File: src/rtl/s386_drv_pkg.sv
// Shared widths, response field layout and FSM states for the s386 stimulus driver.
package s386_drv_pkg;

  localparam int VEC_W        = 7;
  localparam int RSP_W        = 14;
  localparam int RSP_CMD_LSB  = 7;
  localparam int RSP_RESP_LSB = 0;

  typedef enum logic {
    IDLE  = 1'b0,
    DRIVE = 1'b1
  } state_t;

endpackage

File: src/rtl/s386_rsp_fifo.sv
// Response FIFO holding {command, response} pairs; occupancy comes from the count,
// so the pointers are free to wrap naturally.
module s386_rsp_fifo
  import s386_drv_pkg::*;
#(
  parameter int DEPTH = 4,
  localparam int AW = $clog2(DEPTH)
) (
  input  logic             blif_clk_net,
  input  logic             blif_reset_net,
  input  logic             push,
  input  logic [RSP_W-1:0] push_data,
  input  logic             pop,
  output logic [RSP_W-1:0] head_data,
  output logic             head_valid,
  output logic             full,
  output logic [AW:0]      count
);

  localparam logic [AW:0] FULL_CNT = (AW+1)'(DEPTH);

  logic [RSP_W-1:0] mem [DEPTH];
  logic [AW-1:0]    wr_ptr;
  logic [AW-1:0]    rd_ptr;
  logic             do_push;
  logic             do_pop;

  assign full       = (count == FULL_CNT);
  assign head_valid = (count != '0);
  assign head_data  = mem[rd_ptr];
  assign do_push    = push && !full;
  assign do_pop     = pop && head_valid;

  // Storage is cleared on reset so the head reads as zero while empty after reset.
  always_ff @(posedge blif_clk_net) begin
    if (blif_reset_net) begin
      wr_ptr <= '0;
      rd_ptr <= '0;
      count  <= '0;
      for (int i = 0; i < DEPTH; i++) mem[i] <= '0;
    end else begin
      if (do_push) begin
        mem[wr_ptr] <= push_data;
        wr_ptr      <= wr_ptr + 1'b1;
      end
      if (do_pop) rd_ptr <= rd_ptr + 1'b1;
      case ({do_push, do_pop})
        2'b10:   count <= count + 1'b1;
        2'b01:   count <= count - 1'b1;
        default: count <= count;
      endcase
    end
  end

endmodule

File: src/rtl/s386_stim_driver.sv
// Drives one sequencer vector at a time onto the s386 controller inputs, holds it
// for HOLD_CYCLES clocks, then captures the controller outputs into the response FIFO.
module s386_stim_driver
  import s386_drv_pkg::*;
#(
  parameter int HOLD_CYCLES = 1,
  parameter int FIFO_DEPTH  = 4
) (
  input  logic                          blif_clk_net,
  input  logic                          blif_reset_net,
  input  logic                          cmd_valid,
  output logic                          cmd_ready,
  input  logic [VEC_W-1:0]              cmd_data,
  output logic [VEC_W-1:0]              drv_v,
  input  logic [VEC_W-1:0]              ctl_d,
  output logic                          rsp_valid,
  input  logic                          rsp_ready,
  output logic [RSP_W-1:0]              rsp_data,
  output logic [$clog2(FIFO_DEPTH):0]   rsp_count
);

  localparam logic [3:0] HOLD_INIT = 4'(HOLD_CYCLES - 1);

  state_t           state;
  logic [3:0]       hold_cnt;
  logic [VEC_W-1:0] cur_cmd;
  logic             fifo_full;
  logic             push;
  logic [RSP_W-1:0] push_word;

  // Acceptance requires room in the FIFO, so the end-of-hold push can never overflow.
  assign cmd_ready = (state == IDLE) && !fifo_full && !blif_reset_net;
  assign push      = (state == DRIVE) && (hold_cnt == 4'd0);

  assign push_word[RSP_CMD_LSB  +: VEC_W] = cur_cmd;
  assign push_word[RSP_RESP_LSB +: VEC_W] = ctl_d;

  always_ff @(posedge blif_clk_net) begin
    if (blif_reset_net) begin
      state    <= IDLE;
      drv_v    <= '0;
      cur_cmd  <= '0;
      hold_cnt <= '0;
    end else begin
      case (state)
        IDLE: begin
          if (cmd_valid && cmd_ready) begin
            drv_v    <= cmd_data;
            cur_cmd  <= cmd_data;
            hold_cnt <= HOLD_INIT;
            state    <= DRIVE;
          end
        end
        DRIVE: begin
          if (hold_cnt != 4'd0) hold_cnt <= hold_cnt - 1'b1;
          else                  state    <= IDLE;
        end
        default: state <= IDLE;
      endcase
    end
  end

  s386_rsp_fifo #(.DEPTH(FIFO_DEPTH)) u_fifo (
    .blif_clk_net   (blif_clk_net),
    .blif_reset_net (blif_reset_net),
    .push           (push),
    .push_data      (push_word),
    .pop            (rsp_ready),
    .head_data      (rsp_data),
    .head_valid     (rsp_valid),
    .full           (fifo_full),
    .count          (rsp_count)
  );

endmodule
File: config.mk
export PLATFORM = sky130hd
export DESIGN_NAME = s386_stim_driver
export DESIGN_NICKNAME = d
export VERILOG_FILES = /design/src/rtl/s386_drv_pkg.sv /design/src/rtl/s386_rsp_fifo.sv /design/src/rtl/s386_stim_driver.sv
export SDC_FILE = /design/constraint.sdc
export NUM_CORES = 1
export LEC_CHECK = 0
export ABC_CLOCK_PERIOD_IN_PS = 3100
export CAP_MARGIN = 20
export CORE_MARGIN = 2
export CORE_UTILIZATION = 50
export CTS_BUF_LIST = sky130_fd_sc_hd__clkbuf_8
export DETAILED_ROUTE_END_ITERATION = 16
export GPL_ROUTABILITY_DRIVEN = 0
export HOLD_SLACK_MARGIN = 0.1
export PLACE_DENSITY = 0.73
export SKIP_LAST_GASP = 1
export SLEW_MARGIN = 5
export SYNTH_ARGS = -nofsm -noshare
export SYNTH_HDL_FRONTEND = slang
export SYNTH_HIERARCHICAL = 1
export SYNTH_SLANG_ARGS = --single-unit
File: constraint.sdc
create_clock -name blif_clk_net -period 3.1 [get_ports blif_clk_net]
set_clock_uncertainty 0.05 [all_clocks]
set_input_delay 0.465 -clock blif_clk_net [delete_from_list [all_inputs] [get_ports blif_clk_net]]
set_output_delay 0.465 -clock blif_clk_net [all_outputs]
set_load 0.005 [all_outputs]
Yosys cells after proc, flatten, opt, wreduce, memory -nomap -nowiden:

Memory sizes are Yosys's and may differ from the RTL's. A register that Yosys moved wholly into a read port is not among the register bits.
Cells that the tools add are included.
Widths: inputs -> output; s select.

* register bits: 19
* logic and storage cells: 50
* memory bits (writable): 56
* memories: 1
* output and inout bits: 26
* input bits: 18

Memories
* u_fifo.mem: depth 4, bits a word 14, rd ports 1, clocked after memory_dff 1, wr ports 4, line s386_rsp_fifo.sv:22 `logic [RSP_W-1:0] mem [DEPTH];`

* reductions and logical operators: 15
* bitwise gates (word level): 1
* multiplexer cells: 17
* add/sub/neg operators: 5
* eq/ne operators: 5

Operator list (number)
* $mux 14: 1
* $reduce_or 14->1: 1
* $mux 1: 8
* $mux 4: 2
* $pmux 4 s2: 1
* $logic_and 1x1->1: 6
* $mux 2: 3
* $pmux 3 s2: 1
* $add 2x1->2 const B: 2
* $logic_not 4->1: 1
* $ne 2x1->1 const B: 2
* $reduce_and 2->1: 2
* $reduce_bool 4->1: 1
* $sub 4x1->4 const B: 1
* $add 3x1->3 const B: 1
* $eq 3x3->1 const B: 1
* $reduce_bool 3->1: 1
* $sub 3x1->3 const B: 1
* $eq 2x1->1 const B: 1
* $eq 2x2->1 const B: 1
* $logic_not 1->1: 2
* $pmux 1 s2: 1
* $reduce_bool 2->1: 1
* $not 1->1: 1

Logic depth before layout (Yosys ltp):

Gate-level depths: netlist of run 1.

* word-level depth: 8
* depth in mapped cells: 11

Hierarchy:

Netlist of run 1, hierarchy kept.

By module, submodules not included
* s386_rsp_fifo: area each 2867.8 sq um, cells each 185, times used 1
* s386_stim_driver: area each 524.3 sq um, cells each 61, times used 1

Least setup slack after synthesis of run 1:

OpenSTA, ideal clock, no wires.

* kind: register -> register
* start: register hold_cnt[0]
* end: memory u_fifo.mem[1][0] (enable)
* buffers on the path: 0
* path slack: 0.470 ns
* arrival: 2.172 ns
* clock period less this slack: 2.630 ns
* cell stages (with the launch flop): 7
* data required time: 2.643 ns
* cell sequence: dfxtp_1 > inv_1 > ha_1 > nand2_1 > nor3_1 > nand2_1 > o31ai_1

RTL lines
* start: declaration: line s386_stim_driver.sv:25 `logic [3:0] hold_cnt;`
* start signal: assignment: line s386_stim_driver.sv:55 `if (hold_cnt != 4'd0) hold_cnt <= hold_cnt - 1'b1;`
* end: declaration: line s386_rsp_fifo.sv:22

Final worst setup path of run 1:

* start: register u_fifo.count[2]
* end: register u_fifo.count[2]

* cells in the longest elaborated chain, start to end: 5

Ends and longest elaborated chain
* start: declaration: line s386_rsp_fifo.sv:17 `output logic [AW:0] count`
* start signal: assignment: line s386_rsp_fifo.sv:48 `2'b10: count <= count + 1'b1;`
* start signal: assignment: line s386_rsp_fifo.sv:49 `2'b01: count <= count - 1'b1;`
* start signal: assignment: line s386_rsp_fifo.sv:50 `default: count <= count;`
* $eq 3x3->1 *: line s386_rsp_fifo.sv:28 `assign full = (count == FULL_CNT);`
* via fifo_full: line s386_stim_driver.sv:27 `logic fifo_full;`
* $logic_not 1->1 *: line s386_rsp_fifo.sv:31 `assign do_push = push && !full;`
* $logic_and 1x1->1 *: line s386_rsp_fifo.sv:31
* $eq 2x1->1 or $eq 2x2->1 (tied branches): line s386_rsp_fifo.sv:47 `case ({do_push, do_pop})`
* $pmux 3 s2 or $reduce_bool 2->1 (tied branches)

The timed path passes the listed nets; every way through them passes the cells marked *.
A chain may end at the register's enable or synchronous reset.

==> results of run 1 <==
==> power by group through the flow <==
stage                     sequential, W  clock (W)  combinational [W]
after floorplan                 0.00122          0           0.000260
after global placement          0.00123          0           0.000458
after detailed placement        0.00123          0           0.000461
after CTS                       0.00121   0.000825           0.000464
after global routing            0.00122   0.000868           0.000502
final                           0.00121   0.000807           0.000457
==> metrics by stage <==
stage | setup slack [ns] | instances | hold WS (ns) | utilization | power [W]
final | 0.528 | 382 | 0.463 | 0.621 | 0.00247
after global routing | 0.320 | 382 | 0.497 | 0.621 | 0.00259
after CTS | 0.501 | 382 | 0.462 | 0.621 | 0.00250
after detailed placement | 0.547 | 366 | 0.448 | 0.589 | 0.00169
after global placement | 0.654 | 366 | 0.446 | 0.589 | 0.00169
after floorplan | 0.470 | 246 | 0.434 | - | 0.00148
==> logic make-up (layout without fill, tap and decap cells) <==
group,Yosys count,after routing
and+or+nand+nor,105,105
DFF,77,77
buffers and inverters,20,76
AOI/OAI and AO/OA,19,19
muxes,18,18
xor gates and xnor gates,4,4
adders and majority gates,3,3
==> area by class of cell <==
class                   count  area (um^2)  area share
clock buffers               9          124      0.0299
well taps                  80          100      0.0241
inverters                   8         30.0     0.00724
clock inverters             7         91.3      0.0220
multi-input cells         149         1200       0.290
flip-flops and latches     77         2100       0.507
repair buffers             52          498       0.120
==> state kept, by name, summed over array words and instances, names as in the netlist, named ones only <==
| name | count |
|---|---|
| u_fifo/rd_ptr | 2 |
| hold_cnt | 4 |
| state | 1 |
| u_fifo/mem | 56 |
| cur_cmd | 7 |
| u_fifo/count | 3 |
| u_fifo/wr_ptr | 2 |
==> placed cells by master (no fill, tap or decap), drive strengths merged, types with 3 or more instances in the layout <==
cell,n
and2,56
edfxtp,56
clkdlybuf4s50,43
dfxtp,21
nand2,17
mux4,14
a21oi,11
nor2,11
inv,9
clkbuf,9
buf,9
nor3,7
clkinv,4
nor4b,3
xor2,3
mux2,3
==> per-layer routing <==
metal / global-route usage / vias to the layer above
li1: - / 988
met1: 0.231 / 956
met2: 0.283 / 50
met3: 0.0457 / 7
met4: 0.0682 / 0
met5: 0 / -
==> tightest hold or removal path: cells and delay by family (launching register included) <==
kind,cells,cell delay [ns]
AND/OR/NAND/NOR,1,0.07
flip-flops,1,0.35
AO/OA/AOI/OAI,1,0.05
==> worst max path at each step <==
stage | endpoint | slack, ns | depth (start not counted)
floorplan | u_fifo/mem[1][0] | 0.47 | 6
global placement | u_fifo/count[2] | 0.65 | 8
detailed placement | u_fifo/count[2] | 0.55 | 8
CTS | rsp_data[11] | 0.50 | 2
global route | u_fifo/count[2] | 0.32 | 8
finish | u_fifo/count[2] | 0.53 | 8
==> results.rst, run 1 <==
.. list-table::
   :header-rows: 1

   * - Metric
     - Value
   * - Status
     - finished, final reports clean
   * - Number of antenna violations at the first check in global routing
     - 0
   * - Number of buffers added for setup after CTS
     - 0
   * - Power density of the placed cells
     - 596 nW/um^2
   * - Prevailing post-synth register cell
     - sky130_fd_sc_hd__edfxtp_1
   * - Logic gate share of total power
     - 0.185
   * - Simple-gate share of the synthesized area
     - 0.190
   * - Die height
     - 86.4 um
   * - Buf+Inv Stages, Crit Path
     - 1
   * - Net switching power
     - 0.000587 W
   * - Leading post-synthesis cells by cell area
     - sky130_fd_sc_hd__edfxtp_1 50%, sky130_fd_sc_hd__dfxtp_1 12%, sky130_fd_sc_hd__and2_1 10%, sky130_fd_sc_hd__mux4_2 9.3%, sky130_fd_sc_hd__nand2_1 1.9%
   * - GRT Util Overall
     - 0.176
   * - Multiplexer fraction of the synthesized cell area
     - 0.106
   * - Start point of the critical path
     - u_fifo/count[2]
   * - Resized cells post-CTS
     - 0
   * - Area growth from synthesis to layout
     - 22.3%
   * - Crit path max fanout
     - 10
   * - Clock-pin slew on the worst setup and hold paths
     - 0.07 ns
   * - Insertion delay to the later sink of the worst-skew pair
     - 0.34 ns
   * - Time the final worst path needs with I/O delays and setup
     - 2.57 ns
   * - Effective utilization at floorplan
     - 0.508
   * - Die Area
     - 7460 um^2
   * - Ordered list of cells on the worst path
     - nor3b_4, nand2b_1, ha_1, inv_1, fa_1, xor2_1, or3_1, a21oi_1
   * - Arrival time at the worst endpoint
     - between 2 and 3 ns
   * - Total of fill cells in the finished design
     - ~500
   * - Tcrit/Tclk final
     - 0.830
   * - Commonest cells post-synth
     - 56 x sky130_fd_sc_hd__and2_1, 56 x sky130_fd_sc_hd__edfxtp_1, 21 x sky130_fd_sc_hd__dfxtp_1
   * - Number of buffers inserted for hold repair after clock tree synthesis
     - 0
   * - Slowest cell delay on critical path
     - 0.52 ns
   * - Length in cells of the worst reg-to-reg path
     - 8
   * - Destination of the worst register-to-register timing path
     - u_fifo/count[2]
   * - Number of global-route vias before repair
     - 1913
   * - Destination of the worst hold path
     - cur_cmd[4]
   * - Cell Area, Synth
     - 3390 um^2
   * - Worst path top cell family by delay
     - simple AND/OR/NAND/NOR gates
   * - Width of the chip
     - 86.4 um
   * - Worst hold start
     - cur_cmd[4]
   * - Switching share of power
     - 0.237
   * - Share of synthesized registers carrying an async set or reset
     - 0
   * - Part of the total power dissipated in sequential elements
     - 0.489
   * - Antenna Violating Nets Remaining
     - 0
   * - FF+latch count, synth
     - 77
   * - CTS tree
     - done
   * - Startpoint type of the worst setup path
     - flop
   * - Cell count after synthesis
     - 246
   * - Setup repair after global routing missed its margin
     - no
   * - DRT iter0 DRCs
     - 83
   * - Net count reported at finish
     - 318
   * - Synth top area share
     - 0.496
   * - First-pass GRT wire length
     - 9690 um
   * - Fmax achieved
     - 389 MHz
   * - Max cap viols
     - 0
   * - Number of unique standard cell types used by synthesis
     - 36
   * - Number of cells on the worst hold path
     - 2
   * - Arithmetic-cell share of the synthesized area counting full adders, half adders and majority gates
     - 0.0133
   * - Number of enable-type register cells in the synthesized netlist
     - 56
   * - Number of nets in the synthesized netlist
     - 267
   * - Cell with the largest stage delay on the worst path
     - sky130_fd_sc_hd__nor3b_4
   * - Endpoint class of the critical path
     - flop
   * - Detail Placement HPWL
     - 3880 um
   * - H-tree lvl count
     - 3
   * - Number of warnings issued by yosys
     - 6
   * - Placed instance area
     - 3930 um^2
   * - Standby leakage power
     - around 1.5 nW
   * - Number of antenna cells inserted
     - 0
   * - Met3 routed wirelength
     - between 300 and 400 um
   * - Final number of hold-violating endpoints
     - 0
   * - Complex-gate fraction of the synthesized area
     - 0.0332
   * - Met2 wire length
     - 2970 um
   * - Cell internal power dissipation
     - ~0.0019 W
   * - Post-detailed-route DRC marker count
     - 0
   * - Wl on met1
     - around 2600 um
   * - Per-cell routed wire length
     - 15.7 um
   * - Master cell of the clock root buffer
     - sky130_fd_sc_hd__clkbuf_8
   * - Sequential-to-total area share from yosys stat
     - 0.620
   * - Slew Viols, Final
     - 0
   * - Fraction of layout cells with a size suffix above 1
     - 0.159
   * - Type of the worst setup path
     - flop to flop
   * - Final std cell area, no fill
     - 4150 um^2
   * - Peak VDD IR
     - 0.000255 V
   * - Crit Reg-Reg Startpoint
     - u_fifo/count[2]
   * - Floorplan Core Area
     - 6680 um^2
   * - Clk sink count
     - just under 80
   * - Io pins
     - 44
   * - Via count
     - 2001
   * - Via-per-instance ratio
     - 5.24
   * - Reg2reg setup slack
     - 0.53 ns
   * - Portion of total power attributed to the clock network
     - 0.326
   * - Total negative setup slack
     - 0 ns
   * - CTS max path bufs
     - 2
   * - Aggregate routed wire length
     - roughly 6000 um
   * - Final number of setup-violating endpoints
     - 0
   * - XOR/XNOR share of the synthesized area
     - 0.0103
   * - Pre-antenna DRT Iters
     - 4
   * - Hold crit path type
     - flop to flop
   * - Port buffer count
     - 43
   * - Average instance area after synthesis
     - 13.8 um^2
   * - Cell type with the highest aggregate area in the netlist
     - sky130_fd_sc_hd__edfxtp_1
   * - Top Layer Used
     - met4
   * - Maximum number of pins on one net before global-route repair
     - 22
   * - Worst Max-Slew Pin Slew
     - 0.740 ns
   * - Global route overflow
     - 0
   * - Largest family of logic cells by synthesized area
     - simple AND/OR/NAND/NOR gates
   * - Number of placement rows
     - 30
   * - Endpoint required time on the critical path
     - ~3.3 ns
   * - Number of buffers created by CTS
     - 9
   * - Relative slew slack
     - 0.503
Power figures use the tool's default switching activity.
==> run 2: changes to the inputs <==
ABC_CLOCK_PERIOD_IN_PS = 2540   (was 3100)
clock period = 2.54 ns   (was 3.1 ns; I/O delays follow)
==> results.rst, run 2 (same netlist as run 1, synthesis figures left out) <==
.. list-table::
   :header-rows: 1

   * - Metric
     - Value
   * - Status
     - finished, final reports clean
   * - Master cell of the clock root buffer
     - sky130_fd_sc_hd__clkbuf_8
   * - Width of the chip
     - 86.4 um (unchanged)
   * - Post-detailed-route DRC marker count
     - 0 (unchanged)
   * - Portion of total power attributed to the clock network
     - 0.322 (-0.004)
   * - Commonest cells after routing, fill and taps aside
     - 56 x sky130_fd_sc_hd__and2_1, 56 x sky130_fd_sc_hd__edfxtp_1, 43 x sky130_fd_sc_hd__clkdlybuf4s50_1
   * - Type of the worst setup path
     - flop to output pin
   * - Maximum number of pins on one net before global-route repair
     - 15 (-32%)
   * - Crit path max fanout
     - 14 (+4)
   * - Startpoint type of the worst setup path
     - flop
   * - Endpoint required time on the critical path
     - 2.11 ns (-1.21 ns)
   * - Floorplan Core Area
     - 6680 um^2 (unchanged)
   * - Area growth from synthesis to layout
     - 24.4%
   * - Clk sink count
     - 77 (unchanged)
   * - Number of antenna violations at the first check in global routing
     - 0 (unchanged)
   * - DRT iter0 DRCs
     - 77 (-7.2%)
   * - Port buffer count
     - 43 (unchanged)
   * - Time the final worst path needs with I/O delays and setup
     - 2.40 ns
   * - Pre-antenna DRT Iters
     - 4 (unchanged)
   * - Per-cell routed wire length
     - 15.5 um (-1.4%)
   * - Logic gate share of total power
     - 0.190 (+0.005)
   * - H-tree lvl count
     - 3 (unchanged)
   * - Number of global-route vias before repair
     - 2033 (+6.3%)
   * - Fraction of layout cells with a size suffix above 1
     - 0.181 (+0.0217)
   * - Fmax achieved
     - 417 MHz
   * - Relative slew slack
     - 0.467 (-0.0363)
   * - Number of buffers added for setup after CTS
     - 0 (unchanged)
   * - CTS max path bufs
     - 2 (unchanged)
   * - Number of placement rows
     - 30 (unchanged)
   * - Combined flip-flop and latch cell area
     - 2100 um^2 (unchanged)
   * - Die height
     - 86.4 um (unchanged)
   * - Final number of hold-violating endpoints
     - 0 (unchanged)
   * - Net switching power
     - 0.000709 W (+21%)
   * - Worst Max-Slew Pin Slew
     - 0.795 ns (+0.0546 ns)
   * - Global route overflow
     - 0 (unchanged)
   * - Worst path top cell family by delay
     - buffers and inverters
   * - Hold crit path type
     - flop to flop
   * - Standby leakage power
     - 1.54 nW (+2.4%)
   * - Top reg by flops
     - u_fifo/mem
   * - Multi-input gate area
     - 1200 um^2 (unchanged)
   * - Power density of the placed cells
     - 715 nW/um^2 (+20%)
   * - Ordered list of cells on the worst path
     - buf_4, mux4_2, clkdlybuf4s50_1
   * - Via-per-instance ratio
     - 5.21 (-0.58%)
   * - Io pins
     - 44 (unchanged)
   * - Hold WS
     - 0.453 ns (-0.00968 ns)
   * - Number of flip-flops under the largest register name
     - 56 (unchanged)
   * - Tcrit/Tclk final
     - 0.944
   * - Endpoint class of the critical path
     - output pin
   * - Via count
     - 2031 (+1.5%)
   * - First-pass GRT wire length
     - 9630 um (-0.71%)
   * - Largest registers ranked by flip-flop count
     - u_fifo/mem: 56 flops, cur_cmd: 7 flops, hold_cnt: 4 flops
   * - Antenna Violating Nets Remaining
     - 0 (unchanged)
   * - Insertion delay to the later sink of the worst-skew pair
     - 0.35 ns (about the same)
   * - GRT Util Overall
     - 0.176 (about the same)
   * - Number of buffers created by CTS
     - 9 (unchanged)
   * - Part of the total power dissipated in sequential elements
     - 0.488 (about the same)
   * - Aggregate routed wire length
     - 6040 um (+0.65%)
   * - Final number of setup-violating endpoints
     - 0 (unchanged)
   * - Resized cells post-CTS
     - 0 (unchanged)
   * - CTS tree
     - done
   * - Die Area
     - 7460 um^2 (unchanged)
   * - Net count reported at finish
     - 326 (+2.5%)
   * - Number of antenna cells inserted
     - 0 (unchanged)
   * - Total negative setup slack
     - 0 ns (unchanged)
   * - Buf+Inv Stages, Crit Path
     - 2 (+1)
   * - Number of buffers inserted for hold repair after clock tree synthesis
     - 0 (unchanged)
   * - Slowest cell delay on critical path
     - 0.56 ns (+0.04 ns)
   * - Detail Placement HPWL
     - 4140 um (+6.7%)
   * - Peak VDD IR
     - 0.000549 V (+120%)
   * - Setup repair after global routing missed its margin
     - no
   * - Cell with the largest stage delay on the worst path
     - sky130_fd_sc_hd__mux4_2
   * - Arrival time at the worst endpoint
     - 1.97 ns (-0.82 ns)
   * - Max cap viols
     - 0 (unchanged)
   * - Clock-pin slew on the worst setup and hold paths
     - 0.07 ns (about the same)
   * - Slew Viols, Final
     - 0 (unchanged)
   * - Switching share of power
     - 0.235 (-0.00235)
   * - Cell internal power dissipation
     - 0.00231 W (+22%)
   * - Effective utilization at floorplan
     - 0.508 (unchanged)
   * - Total of fill cells in the finished design
     - 513 (-0.39%)
-- run 2: cell count changes in the layout (fill, tap and decap cells not counted), sizes merged --
cell	delta
buf	+8
clkinvlp	+1
inv	-1
-- run 2: metrics by stage --
step	area [um^2]	total power (W)	setup slack, ns	instances	utilization
3_5_place_dp	4010	0.00208	0.119	374	0.599
6_report	4220	0.00302	0.141	390	0.631
5_1_grt	4220	0.00316	0.0102	390	0.631
4_1_cts	4220	0.00305	0.101	390	0.631
3_3_place_gp	4010	0.00207	0.207	374	0.599
2_1_floorplan	3400	0.00181	0.0206	246	-
-- run 2: final timing paths --
check	start	to	slack [ns]	cells after the start
min	cur_cmd[4]	cur_cmd[4]	0.45	2
max reg2reg	hold_cnt[0]	u_fifo/count[2]	0.21	11
max	flop	rsp_data[11]	0.14	3
min reg2reg	cur_cmd[4]	cur_cmd[4]	0.45	2
-- run 2: cell type report --
cell class                 instances  area share
clock buffer                       9      0.0294
clock inverter                     7      0.0214
inverter                           8     0.00712
multi-input combinational        149       0.285
sequential                        77       0.498
tap                               80      0.0237
timing repair buffer              60       0.135
-- run 2: metal layers --
layer / wire [um] / track usage
met3: 254 / 0.0600
met2: 3230 / 0.314
met4: 63 / 0.0540
met1: 2490 / 0.199
met5: 0 / 0
-- run 2: tightest hold or removal path: stages, from the launching register on --
cell and delay, ns:
sky130_fd_sc_hd__dfxtp_1 0.34, sky130_fd_sc_hd__nand2_1 0.06, sky130_fd_sc_hd__a21oi_1 0.05
-- run 2: power by group through the flow --
stage	Clock [W]	Combinational, W	Sequential, W
after floorplan	0	0.000318	0.00149
after global placement	0	0.000571	0.00150
after detailed placement	0	0.000581	0.00150
after CTS	0.000995	0.000584	0.00147
after global routing	0.00105	0.000627	0.00148
final	0.000973	0.000573	0.00147
==> run 3: changes to the inputs <==
CORE_MARGIN = 4   (was 2)
==> results.rst, run 3 (same netlist as run 1, synthesis figures left out) <==
.. list-table::
   :header-rows: 1

   * - Metric
     - Value
   * - Status
     - finished, final reports clean
   * - Number of placement rows
     - 29 (-3.3%)
   * - Crit path max fanout
     - 4 (-10)
   * - Final number of hold-violating endpoints
     - 0 (unchanged)
   * - Maximum number of pins on one net before global-route repair
     - 18 (+3)
   * - H-tree lvl count
     - 3 (unchanged)
   * - Standby leakage power
     - 1.53 nW (-0.83%)
   * - Insertion delay to the later sink of the worst-skew pair
     - 0.33 ns (-0.02 ns)
   * - Antenna Violating Nets Remaining
     - 0 (unchanged)
   * - Pre-antenna DRT Iters
     - 4 (unchanged)
   * - Largest registers ranked by flip-flop count
     - u_fifo/mem: 56 flops, cur_cmd: 7 flops, hold_cnt: 4 flops
   * - Detail Placement HPWL
     - 4440 um (+7.3%)
   * - Port buffer count
     - 43 (unchanged)
   * - Peak VDD IR
     - 0.000344 V (-37%)
   * - Number of global-route vias before repair
     - 2107 (+3.6%)
   * - Die height
     - 90.4 um (+4.6%)
   * - CTS tree
     - done
   * - Number of antenna violations at the first check in global routing
     - 0 (unchanged)
   * - CTS max path bufs
     - 2 (unchanged)
   * - Total of fill cells in the finished design
     - 485 (-5.5%)
   * - Time the final worst path needs with I/O delays and setup
     - 2.38 ns (-0.0195 ns)
   * - Endpoint class of the critical path
     - flop
   * - Slew Viols, Final
     - 0 (unchanged)
   * - Hold crit path type
     - flop to flop
   * - Floorplan Core Area
     - 6460 um^2 (-3.3%)
   * - Io pins
     - 44 (unchanged)
   * - First-pass GRT wire length
     - 10200 um (+6.1%)
   * - Arrival time at the worst endpoint
     - 2.59 ns (+0.62 ns)
   * - Cell with the largest stage delay on the worst path
     - sky130_fd_sc_hd__fa_1
   * - Width of the chip
     - 90.4 um (+4.6%)
   * - Endpoint required time on the critical path
     - 2.75 ns (+0.64 ns)
   * - Global route overflow
     - 0 (unchanged)
   * - Commonest cells after routing, fill and taps aside
     - 56 x sky130_fd_sc_hd__and2_1, 56 x sky130_fd_sc_hd__edfxtp_1, 43 x sky130_fd_sc_hd__clkdlybuf4s50_1
   * - Fraction of layout cells with a size suffix above 1
     - 0.180 (-0.000581)
   * - Worst Max-Slew Pin Slew
     - 0.665 ns (-0.130 ns)
   * - Aggregate routed wire length
     - 6320 um (+4.6%)
   * - Ordered list of cells on the worst path
     - inv_1, ha_1, nand2_1, nor3_2, nand2b_1, ha_1, inv_1, fa_1, xor2_1, or3_1, a21oi_1
   * - Area growth from synthesis to layout
     - 23.2%
   * - Slowest cell delay on critical path
     - 0.38 ns (-0.18 ns)
   * - Die Area
     - 8170 um^2 (+9.5%)
   * - Total negative setup slack
     - 0 ns (unchanged)
   * - Clk sink count
     - 77 (unchanged)
   * - Relative slew slack
     - 0.554 (+0.0872)
   * - Fmax achieved
     - 420 MHz (+0.82%)
   * - Number of buffers added for setup after CTS
     - 0 (unchanged)
   * - Via-per-instance ratio
     - 5.34 (+2.4%)
   * - Master cell of the clock root buffer
     - sky130_fd_sc_hd__clkbuf_8
   * - Final number of setup-violating endpoints
     - 0 (unchanged)
   * - Type of the worst setup path
     - flop to flop
   * - Number of antenna cells inserted
     - 0 (unchanged)
   * - Tcrit/Tclk final
     - 0.937 (-0.00767)
   * - Via count
     - 2070 (+1.9%)
   * - Net count reported at finish
     - 327 (+0.31%)
   * - Number of flip-flops under the largest register name
     - 56 (unchanged)
   * - Per-cell routed wire length
     - 16.3 um (+5.1%)
   * - Number of buffers created by CTS
     - 9 (unchanged)
   * - Power density of the placed cells
     - 674 nW/um^2 (-5.8%)
   * - Effective utilization at floorplan
     - 0.525 (+0.0175)
   * - Top reg by flops
     - u_fifo/mem
   * - Startpoint type of the worst setup path
     - flop
   * - GRT Util Overall
     - 0.162 (-0.0142)
   * - Post-detailed-route DRC marker count
     - 0 (unchanged)
   * - Clock-pin slew on the worst setup and hold paths
     - 0.08 ns (about the same)
   * - DRT iter0 DRCs
     - 87 (+13%)
   * - Max cap viols
     - 0 (unchanged)
   * - Final Core Density
     - 0.647 (+0.0158)
run 3: repair_timing:
item | CTS | global route
resized for setup | 0 | 3
hold endpoints to repair | 0 | 0
hold buffers | 0 | 0
endpoints found under the setup margin | 0 | 25
run 3: area by class of cell:
cell class | instances | area (um^2) | area share
Clock inverter | 7 | 35.0 | 0.00838
Multi-Input combinational cell | 149 | 1210 | 0.291
Tap cell | 77 | 96.3 | 0.0230
Inverter | 8 | 30.0 | 0.00718
Clock buffer | 9 | 124 | 0.0296
Timing Repair Buffer | 61 | 578 | 0.138
Sequential cell | 77 | 2100 | 0.503
run 3: path summary, 6_finish.rpt:
check,startpoint,end,slack (ns),depth (start not counted)
worst min register to register,cur_cmd[0],cur_cmd[0],0.46,2
worst max register to register,hold_cnt[0],u_fifo/count[2],0.16,11
worst min-delay path,cur_cmd[0],cur_cmd[0],0.46,2
worst max-delay path,hold_cnt[0],u_fifo/count[2],0.16,11
run 3: metrics by stage:
stage	area (um^2)	total power [W]	worst slack (ns)	std cells	hold slack [ns]
finish	4180	0.00282	0.161	388	0.460
global route	4180	0.00295	-0.0105	388	0.495
global placement	4010	0.00209	0.211	372	0.445
floorplan	3400	0.00181	0.0206	246	0.434
detailed placement	4010	0.00210	0.103	372	0.451
CTS	4170	0.00284	0.165	388	0.462
run 3: power by group:
| part | internal, W | total [W] | switching [W] |
|---|---|---|---|
| Clock | 0.000339 | 0.000757 | 0.000418 |
| Sequential | 0.00142 | 0.00147 | 0.0000547 |
| Combinational | 0.000354 | 0.000587 | 0.000233 |
run 3: layer usage:
layer | vias to the layer above | track usage | wire length, um
met1 | 1008 | 0.193 | 2770
met3 | 15 | 0.0342 | 197
met5 | - | 0 | 0
met2 | 43 | 0.276 | 3190
met4 | 0 | 0.0842 | 161
li1 | 1004 | - | -
run 3: worst max-delay path: cells and delay by family (launching register included):
kind | cells | cell delay [ns]
simple gates | 4 | 0.63
compound gates | 1 | 0.15
xor+xnor | 1 | 0.16
flops | 1 | 0.37
fa+ha+maj | 3 | 0.82
buf+inv | 2 | 0.13
